File: src/rtl/hazard_stall_ctrl.sv
// Hazard/stall controller for the 5-stage core: Tuse/Tnew data-hazard detection,
// MDU busy sequencing for HI/LO-class instructions, and a saturating stall counter.
module hazard_stall_ctrl #(
  parameter int MULT_CYC = 5,
  parameter int DIV_CYC  = 10,
  parameter int CNT_W    = 16
) (
  input  logic             clk,
  input  logic             reset,
  input  logic [4:0]       D_rs,
  input  logic [4:0]       D_rt,
  input  logic [1:0]       D_tuse_rs,
  input  logic [1:0]       D_tuse_rt,
  input  logic             D_md,
  input  logic [4:0]       E_wa,
  input  logic [1:0]       E_tnew,
  input  logic [4:0]       M_wa,
  input  logic [1:0]       M_tnew,
  input  logic             E_md_start,
  input  logic             E_md_div,
  output logic             stall,
  output logic             PC_en,
  output logic             FD_en,
  output logic             DE_flush,
  output logic             md_busy,
  output logic             md_done,
  output logic [CNT_W-1:0] stall_cnt
);

  localparam logic [3:0] MULT_LD = 4'(MULT_CYC);
  localparam logic [3:0] DIV_LD  = 4'(DIV_CYC);

  typedef enum logic {IDLE, BUSY} state_t;

  state_t           state_q;
  logic [3:0]       cnt_q;
  logic             busy_q;
  logic             done_q;
  logic [CNT_W-1:0] stall_cnt_q, stall_cnt_d;
  logic [3:0]       load_val;

  logic stall_rs, stall_rt, stall_md;

  // A source stalls only when a producer's result arrives later than D needs it; $0 is never a hazard.
  assign stall_rs = (D_rs != 5'd0) &&
                    (((D_rs == E_wa) && (E_tnew > D_tuse_rs)) ||
                     ((D_rs == M_wa) && (M_tnew > D_tuse_rs)));
  assign stall_rt = (D_rt != 5'd0) &&
                    (((D_rt == E_wa) && (E_tnew > D_tuse_rt)) ||
                     ((D_rt == M_wa) && (M_tnew > D_tuse_rt)));
  assign stall_md = D_md && (E_md_start || busy_q);

  assign stall    = stall_rs || stall_rt || stall_md;
  assign PC_en    = ~stall;
  assign FD_en    = ~stall;
  assign DE_flush = stall;

  assign md_busy   = busy_q;
  assign md_done   = done_q;
  assign stall_cnt = stall_cnt_q;

  assign load_val = E_md_div ? DIV_LD : MULT_LD;

  // MDU sequencer: busy/done are registered alongside the down-counter.
  always_ff @(posedge clk) begin
    if (reset) begin
      state_q <= IDLE;
      cnt_q   <= 4'd0;
      busy_q  <= 1'b0;
      done_q  <= 1'b0;
    end else begin
      case (state_q)
        IDLE: begin
          if (E_md_start) begin
            state_q <= BUSY;
            cnt_q   <= load_val;
            busy_q  <= 1'b1;
            done_q  <= (load_val == 4'd1);
          end
        end
        BUSY: begin
          if (cnt_q == 4'd1) begin
            state_q <= IDLE;
            cnt_q   <= 4'd0;
            busy_q  <= 1'b0;
            done_q  <= 1'b0;
          end else begin
            cnt_q   <= cnt_q - 4'd1;
            busy_q  <= 1'b1;
            done_q  <= (cnt_q == 4'd2);
          end
        end
        default: begin
          state_q <= IDLE;
          cnt_q   <= 4'd0;
          busy_q  <= 1'b0;
          done_q  <= 1'b0;
        end
      endcase
    end
  end

  always_comb begin
    stall_cnt_d = stall_cnt_q;
    if (stall && (stall_cnt_q != {CNT_W{1'b1}}))
      stall_cnt_d = stall_cnt_q + 1'b1;
  end

  always_ff @(posedge clk) begin
    if (reset) stall_cnt_q <= '0;
    else       stall_cnt_q <= stall_cnt_d;
  end

endmodule

File: config.mk
export PLATFORM = sky130hd
export DESIGN_NAME = hazard_stall_ctrl
export DESIGN_NICKNAME = d
export VERILOG_FILES = /design/src/rtl/hazard_stall_ctrl.sv
export SDC_FILE = /design/constraint.sdc
export NUM_CORES = 1
export LEC_CHECK = 0
export BUFFER_PORTS_ARGS = -buffer_cell sky130_fd_sc_hd__buf_4
export CORE_ASPECT_RATIO = 1.2
export CORE_MARGIN = 2
export CORE_UTILIZATION = 51
export CTS_CLUSTER_SIZE = 30
export DETAILED_ROUTE_END_ITERATION = 8
export PLACE_DENSITY = 0.82
export SKIP_CTS_REPAIR_TIMING = 1
export SYNTH_ARGS = -nofsm -noshare
export SYNTH_HDL_FRONTEND = slang
export SYNTH_SLANG_ARGS = --single-unit
File: constraint.sdc
create_clock -name clk -period 2.7 [get_ports clk]
set_input_delay 0.27 -clock clk [delete_from_list [all_inputs] [get_ports clk]]
set_output_delay 0.27 -clock clk [all_outputs]
set_load 0.02 [all_outputs]
==> metrics, run 1 <==
status complete, no violations; Die Y 66.7 um; utilization after layout 0.674; nets 300; critical path's largest stage delay 0.48 ns; synth-to-layout area growth 25.4%; Slew Limit Fails 0; largest cells by area after synthesis dfxtp_1, ha_1, xnor2_1; ys flop type dfxtp_1; initial antenna violation count 0; final worst-path cycle share 0.886; clk root buf clkbuf_4; final wirelength 3760 um; die footprint 3760 sq um; wire per inst 13.0 um; fmax 418 MHz; post-route antenna net violation count 0; Remaining DRCs 0; commonest non-fill, non-tap cell in the layout buf_4; via/cell ratio 5.55; dpl cell area 2070 sq um; Cell Area, Synth 1670 sq um; clock slew at reported path FFs 0.12 ns; total number of vias 1610; warnings from Yosys 0; Crit Path Class in -> out; RSZ-0062 raised after global routing false; GRT Util Overall 0.219; data required time of the worst path 2.43 ns; # clock sinks 23; dominant cell type by area after synthesis dfxtp_1; Final Hold Slack 0.215 ns; synth unique cells 39; non-filler cells, final 290; syn_area_per_cell 8.12 sq um; num ports 55; Pwr per Cell Area 351 nW/um^2; Inserted Clock Buffers 3; Die W 56.3 um; detailed placer's ending HPWL 2910 um; synthesized flop and latch total 23; Post-Syn Instances 206; worst IR drop on VDD 0.000376 V; first-pass GRT wire length 6490 um; GPL Wtd Cong 0.843; Worst EP arrival 2.12 ns; setup tns final 0 ns; initial drt markers 36; number of synthesized flops with an enable pin 0; total congestion overflow 0; layout cells sized above 1 0.252; Worst Path Max Fanout 25; post-synth top area share 0.275; DRT Pass-1 Iters 4; slowest CP cell and3_2; net count after synthesis 251; Least-Margin Pin Slew 0.479 ns; number of max-cap violations 0; max_slew headroom 0.680; CTS tree done; endpoint type of the worst setup path output pin; Clock Tree Buf Depth 2; setup violators final 0; cell area after layout 2100 sq um; starting density of the core 0.538; Async SR Flop Fraction 0; worst-skew pair later-pin latency 0.32 ns; Leakage 0.883 nW; Clock Skews 0.00890 ns; CP Launch Type input port; htree depth 1; Crit path top cell by count buf_4; crit path time final 2.39 ns; largest net degree at the start of global routing 30; CP Cell Sequence buf_4 > inv_1 > ha_1 > nor2b_1 > o21ai_0 > a2111oi_2 > o22ai_1 > and3_2 > buf_4 > inv_2 > buf_4; Seq/Total Area, Yosys 0.275; number of diodes 0; Min-Delay Path Class in -> reg; Rows 22; CORE AREA 3110 sq um; most frequent cells in the layout buf_4, dfxtp_1, a21oi_1; vias in the first global route 1430; final hold vios 0; Port Buffers 54; Placed Cells 286
-- through the flow --
stage | setup slack, ns | power (W)
6_report | 0.309 | 0.000735
5_1_grt | 0.160 | 0.000779
4_1_cts | 0.0188 | 0.000741
3_5_place_dp | 0.0359 | 0.000580
3_3_place_gp | 0.0765 | 0.000577
2_1_floorplan | 0.389 | 0.000504
-- metal layers --
| metal | wire (um) | vias up | share of wire | GRT usage |
|---|---|---|---|---|
| met5 | 0 | - | 0 | 0 |
| met4 | 89 | 0 | 0.024 | 0.0982 |
| met3 | 141 | 9 | 0.038 | 0.0291 |
| met2 | 1860 | 40 | 0.49 | 0.369 |
| met1 | 1670 | 720 | 0.44 | 0.278 |
| li1 | - | 841 | - | - |
-- synthesized netlist by cell type (all sizes together), types with 2 or more instances --
cell	number
mux2	6
or4	9
o21ai	7
nor3	9
nor2	15
nor4	4
o31ai	6
clkbuf	5
a21oi	16
nand4	6
buf	7
dfxtp	23
ha	12
nor3b	2
nand2	12
inv	11
nand2b	2
a211oi	2
nor2b	7
xor2	7
o22ai	3
nand3	7
and3	6
xnor2	13
-- final timing paths --
check	startpoint	endpoint	slack [ns]	cells past startpoint
min	E_md_start	cnt_q[2]$_SDFFE_PP0P_	0.22	2
max	D_tuse_rt[1]	DE_flush	0.31	11
min reg2reg	stall_cnt[14]$_SDFFE_PP0P_	stall_cnt[14]$_SDFFE_PP0P_	0.53	2
max reg2reg	stall_cnt[2]$_SDFFE_PP0P_	stall_cnt[8]$_SDFFE_PP0P_	0.61	8
-- state kept, by name, indices dropped and copies added (netlist names) --
signal / flops
cnt_q: 4
md_busy: 1
md_done: 1
stall_cnt: 16
state_q: 1
-- kinds of logic (layout without fill, tap and decap cells) --
logic type	Yosys count	after routing	share of synthesized area
AND/OR/NAND/NOR	83	83	0.278
AO/OA/AOI/OAI	39	39	0.145
buffers and inverters	23	71	0.0666
flip-flops	23	23	0.275
XOR/XNOR	20	20	0.105
multiplexers	6	6	0.0404
adder cells (fa/ha/maj)	12	12	0.0898
-- worst max-delay path, delay by kind of cell --
| kind | cells | cell delay (ns) |
|---|---|---|
| compound gates | 3 | 0.41 |
| buf+inv | 5 | 0.52 |
| fa+ha+maj | 1 | 0.31 |
| simple gates | 2 | 0.61 |
-- layout make-up --
| class | instances | area, sq um |
|---|---|---|
| inverter | 11 | 41.3 |
| tap | 36 | 45.0 |
| fill | 271 | 1010 |
| clock inverter | 1 | 5.00 |
| clock buffer | 3 | 22.5 |
| sequential | 23 | 460 |
| timing repair buffer | 56 | 420 |
| multi-input combinational | 160 | 1100 |
-- where the power goes --
part	leakage [nW]	internal (W)	switching, W
sequential	0.187	0.000352	0.0000168
combinational	0.678	0.0000981	0.000106
clock	0.0177	0.0000555	0.000107
(Power assumes the default switching activity.)
==> run 2, diff against run 1 <==
--- a/config.mk
+++ b/config.mk
@@ -8,10 +8,11 @@
 export BUFFER_PORTS_ARGS = -buffer_cell sky130_fd_sc_hd__buf_4
 export CORE_ASPECT_RATIO = 1.2
 export CORE_MARGIN = 2
-export CORE_UTILIZATION = 51
+export CORE_UTILIZATION = 33
 export CTS_CLUSTER_SIZE = 30
 export DETAILED_ROUTE_END_ITERATION = 8
-export PLACE_DENSITY = 0.82
+export GPL_TIMING_DRIVEN = 1
+export PLACE_DENSITY = 0.58
 export SKIP_CTS_REPAIR_TIMING = 1
 export SYNTH_ARGS = -nofsm -noshare
 export SYNTH_HDL_FRONTEND = slang
==> run 2 against run 1 <==
  * Via count grew 1.7%
  * Critical path type unchanged
  * Clock-buffer cell count unchanged
  * Clock power rose by 35%
  * Critical path depth did not move
  * Cell count is 9.0% higher
  * Worst setup slack better by 0.038 ns
  * Sequential power barely moved
  * Maximum frequency increased by 1.6%
  * Combinational power rose by 3%
  * Largest power group unchanged
  * Die area rose by 51%
==> metrics, run 2 (synthesis gave the netlist of run 1 again) <==
Min-Delay Path Class in -> reg; CP Launch Type input port; CP bufs+invs 5 (unchanged); endpoint type of the worst setup path output pin; starting density of the core 0.341 (-0.197); Port Buffers 54 (unchanged); setup tns final 0 ns (unchanged); Least-Margin Pin Slew 0.542 ns (+0.0627 ns); Slew Limit Fails 0 (unchanged); most frequent cells in the layout buf_4, dfxtp_1, a21oi_1; Final Hold Slack 0.275 ns (+0.0594 ns); total congestion overflow 0 (unchanged); worst-skew pair later-pin latency 0.27 ns (-0.05 ns); Top delay family on crit path simple AND/OR/NAND/NOR gates; CORE AREA 4900 sq um (+58%); DRT Pass-1 Iters 4 (unchanged); Worst Path Max Fanout 21 (-16%); die footprint 5660 sq um (+51%); total number of vias 1637 (+1.7%); Placed Cells 312 (+9.1%); Crit path top cell by count buf_4; slowest CP cell and3_2; synth-to-layout area growth 29.2%; via/cell ratio 5.18 (-6.7%); number of diodes 0 (unchanged); # clock sinks 23 (unchanged); r2r startpoint stall_cnt[6]$_SDFFE_PP0P_; non-filler cells, final 316 (+9.0%); commonest non-fill, non-tap cell in the layout buf_4; first-pass GRT wire length 6670 um (+2.8%); Die Y 82.0 um (+23%); detailed placer's ending HPWL 3230 um (+11%); number of max-cap violations 0 (unchanged); initial drt markers 55 (+53%); data required time of the worst path 2.43 ns (about the same); setup violators final 0 (unchanged); crit path time final 2.35 ns (-0.0378 ns); layout cells sized above 1 0.258 (+0.00584); Inserted Clock Buffers 3 (unchanged); status complete, no violations; worst IR drop on VDD 0.000176 V (-53%); max_slew headroom 0.638 (-0.0419); GRT Util Overall 0.152 (-0.0664); Die W 69.0 um (+23%); nets 302 (+0.67%); critical path's largest stage delay 0.38 ns (-0.10 ns); Worst EP arrival 2.08 ns (-0.04 ns); CP startpoint D_tuse_rs[1]; CTS tree done; vias in the first global route 1528 (+6.9%); htree depth 1 (unchanged); num ports 55 (unchanged); final hold vios 0 (unchanged); post-route antenna net violation count 0 (unchanged); Crit Path Class in -> out; clk root buf clkbuf_8; crit path to DE_flush; clock slew at reported path FFs 0.08 ns (-0.04 ns); FF-to-FF End stall_cnt[2]$_SDFFE_PP0P_; WP depth 11 (unchanged); r2r setup slk 0.63 ns (+0.02 ns); initial antenna violation count 0 (unchanged); Leakage 0.900 nW (+2.0%); wire per inst 13.2 um (+2.2%); fmax 425 MHz (+1.6%); Pwr per Cell Area 369 nW/um^2 (+5.3%); CP Cell Sequence buf_4 > inv_1 > ha_1 > nand2_1 > nand4_1 > nor4_1 > o22ai_1 > and3_2 > buf_4 > inv_2 > buf_4; Rows 28 (+27%); final worst-path cycle share 0.872 (-0.0140); Clock Skews 0.0109 ns (+0.00199 ns); GPL Wtd Cong 0.801 (-4.9%); RSZ-0062 raised after global routing false; r2r worst-path depth 8 (unchanged); Clock Tree Buf Depth 2 (unchanged); final wirelength 4180 um (+11%); Remaining DRCs 0 (unchanged); dpl cell area 2110 sq um (+2.2%); largest net degree at the start of global routing 30 (unchanged); max reg flops 16 (unchanged); cell area after layout 2160 sq um (+3.0%)
## run 2: changes by cell type in the layout (fill, tap and decap cells not counted)
cell,delta
clkbuf_8,+3
buf_4,+2
clkbuf_4,-3
## run 2: cell type report
class	instances	area [sq um]
flip-flops and latches	23	460
inverters	11	41.3
clock buffers	3	41.3
repair buffers	58	435
well taps	60	75.1
clock inverters	1	5.00
multi-input cells	160	1100
fillers	551	2740
## run 2: where the power goes
group	switching (W)	internal [W]	leakage, nW
Combinational	0.000109	0.000101	0.688
Clock	0.000117	0.000103	0.0255
Sequential	0.0000166	0.000351	0.187
Total	0.000243	0.000555	0.900
## run 2: worst min-delay path by stage
stage,from,to,slack [ns],cells after the start
after floorplan,cnt_q[3]$_SDFFE_PP0P_,cnt_q[3]$_SDFFE_PP0P_,0.49,2
after global routing,E_md_start,cnt_q[2]$_SDFFE_PP0P_,0.29,2
after global placement,stall_cnt[4]$_SDFFE_PP0P_,stall_cnt[4]$_SDFFE_PP0P_,0.49,2
after detailed placement,stall_cnt[4]$_SDFFE_PP0P_,stall_cnt[4]$_SDFFE_PP0P_,0.50,2
final,E_md_start,cnt_q[2]$_SDFFE_PP0P_,0.27,2
after CTS,E_md_start,cnt_q[2]$_SDFFE_PP0P_,0.27,2
## run 2: metrics by stage
step	setup WS [ns]	power, W	utilization
floorplan	0.389	0.000504	-
global placement	0.124	0.000585	0.431
detailed placement	0.111	0.000586	0.431
CTS	0.0838	0.000809	0.440
global route	0.199	0.000847	0.441
finish	0.347	0.000798	0.441
## run 2: metal layers
metal,vias up,share of wire,global-route usage
met3,4,0.044,0.0151
li1,840,-,-
met1,756,0.44,0.188
met2,37,0.50,0.268
met4,0,0.012,0.0569
met5,-,0,0
==> run 3, diff against run 2 <==
--- a/config.mk
+++ b/config.mk
@@ -6,9 +6,10 @@
 export NUM_CORES = 1
 export LEC_CHECK = 0
 export BUFFER_PORTS_ARGS = -buffer_cell sky130_fd_sc_hd__buf_4
-export CORE_ASPECT_RATIO = 1.2
+export CORE_ASPECT_RATIO = 1.5
 export CORE_MARGIN = 2
 export CORE_UTILIZATION = 33
+export CTS_CLUSTER_DIAMETER = 80
 export CTS_CLUSTER_SIZE = 30
 export DETAILED_ROUTE_END_ITERATION = 8
 export GPL_TIMING_DRIVEN = 1
@@ -17,3 +18,4 @@
 export SYNTH_ARGS = -nofsm -noshare
 export SYNTH_HDL_FRONTEND = slang
 export SYNTH_SLANG_ARGS = --single-unit
+export TNS_END_PERCENT = 100
==> run 3 against run 2 <==
  * Core utilization grew 0.87 points
  * Clock-buffer cell count rose by 1
  * Worst hold slack got worse by 0.0037 ns
  * Via count increased by 0.98%
  * Maximum frequency up 6.9%
==> metrics, run 3 (synthesis gave the netlist of run 1 again) <==
status complete, no violations; Clock Tree Buf Depth 2 (unchanged); sequential power share 0.460 (about the same); Least-Margin Pin Slew 0.567 ns (+0.0247 ns); Pint 0.000560 W (+0.86%); filler instances 501 (-9.1%); data required time of the worst path 2.43 ns (about the same); layout cells sized above 1 0.250 (-0.00781); nets 302 (unchanged); Placed Cells 318 (+1.9%); Min-Delay Path Class in -> reg; Die W 62.1 um (-9.9%); max_slew headroom 0.621 (-0.0165); setup violators final 0 (unchanged); max reg flops 16 (unchanged); Leakage 0.903 nW (+0.34%); CORE AREA 4850 sq um (-1.1%); total congestion overflow 0 (unchanged); RSZ-0062 raised after global routing false; synth-to-layout area growth 30.2%; net switching power 0.000240 W (-1.1%); via/cell ratio 5.13 (-0.90%); Die Y 91.2 um (+11%); Combinational Power Share 0.268 (+0.005); number of diodes 0 (unchanged); final wirelength 4360 um (+4.3%); Remaining DRCs 0 (unchanged); fmax 454 MHz (+6.9%); setup tns final 0 ns (unchanged); Pwr per Cell Area 367 nW/um^2 (-0.55%); crit path time final 2.20 ns (-0.153 ns); htree depth 1 (unchanged); Clock Skews 0.00494 ns (-0.00595 ns); Inserted Clock Buffers 3 (unchanged); detailed placer's ending HPWL 3410 um (+5.6%); Crit Path Class in -> out; Net Sw Frac 0.300 (-0.00422); most frequent cells in the layout buf_4, dfxtp_1, a21oi_1; worst-skew pair later-pin latency 0.27 ns (about the same); commonest non-fill, non-tap cell in the layout buf_4; final worst-path cycle share 0.815 (-0.0566); clock slew at reported path FFs 0.08 ns (about the same); Final Hold Slack 0.271 ns (-0.00371 ns); initial drt markers 35 (-36%); # clock sinks 23 (unchanged); die footprint 5670 sq um (+0.17%); CP Launch Type input port; Total Power 0.000800 W (+0.26%); vias in the first global route 1607 (+5.2%); total number of vias 1653 (+0.98%); Clock Power Share 0.272 (-0.004); clk root buf clkbuf_8; number of max-cap violations 0 (unchanged); endpoint type of the worst setup path output pin; Worst EP arrival 1.93 ns (-0.15 ns); Rows 31 (+11%); Worst Path Max Fanout 27 (+29%); first-pass GRT wire length 7600 um (+14%); GRT Util Overall 0.163 (+0.0104); wire per inst 13.5 um (+2.3%); initial antenna violation count 0 (unchanged); Slew Limit Fails 0 (unchanged); num ports 55 (unchanged); post-route antenna net violation count 0 (unchanged); non-filler cells, final 322 (+1.9%); largest net degree at the start of global routing 30 (unchanged); DRT Pass-1 Iters 4 (unchanged); starting density of the core 0.345 (+0.00396); GPL Wtd Cong 0.780 (-2.6%); utilization after layout 0.449 (+0.00873); final hold vios 0 (unchanged); Port Buffers 54 (unchanged); CTS tree done; worst IR drop on VDD 0.000313 V (+78%)
-- run 3: changes by cell type in the layout (fill, tap and decap cells not counted) --
cell      delta
buf_12       +1
and3_2       -1
buf_4        -1
clkbuf_1     +1
clkinv_2     -1
and3_1       +1
-- run 3: worst max-delay path: stages --
cell and delay [ns]:
buf_4 0.10, inv_1 0.08, ha_1 0.24, nand2_1 0.07, nand4_1 0.09, nor4_1 0.33, o22ai_1 0.12, and3_1 0.22
buf_12 0.17, inv_2 0.08, buf_4 0.14
-- run 3: final cells by class --
class	count	area (sq um)	share of cell area
inverter	11	41.3	0.0190
multi-input combinational	160	1100	0.505
sequential	23	460	0.211
tap	66	82.6	0.0379
clock buffer	4	45.0	0.0207
timing repair buffer	58	448	0.206
-- run 3: power groups by stage --
stage | Sequential (W) | Combinational, W | Clock, W
2_1_floorplan | 0.000376 | 0.000128 | 0
3_3_place_gp | 0.000376 | 0.000215 | 0
3_5_place_dp | 0.000376 | 0.000214 | 0
4_1_cts | 0.000368 | 0.000216 | 0.000226
5_1_grt | 0.000371 | 0.000237 | 0.000243
6_report | 0.000368 | 0.000214 | 0.000218
-- run 3: path summary, 6_finish.rpt --
kind	from	to	slack, ns	cells past startpoint
setup reg to reg	stall_cnt[7]$_SDFFE_PP0P_	stall_cnt[2]$_SDFFE_PP0P_	0.69	8
hold / removal	E_md_start	cnt_q[2]$_SDFFE_PP0P_	0.27	2
hold reg to reg	stall_cnt[3]$_SDFFE_PP0P_	stall_cnt[3]$_SDFFE_PP0P_	0.51	2
setup / recovery	D_tuse_rs[1]	DE_flush	0.50	11
-- run 3: per-stage QoR --
| stage | instance area [sq um] | setup slack (ns) |
|---|---|---|
| final | 2180 | 0.499 |
| after global placement | 2130 | 0.249 |
| after detailed placement | 2130 | 0.245 |
| after floorplan | 1670 | 0.389 |
| after global routing | 2180 | 0.337 |
| after CTS | 2180 | 0.478 |
-- run 3: layer usage --
layer	GRT usage	routed length (um)	vias to the layer above
met2	0.301	2300	45
met5	0	0	-
met4	0.0722	116	0
li1	-	-	842
met1	0.182	1760	756
met3	0.0248	184	10
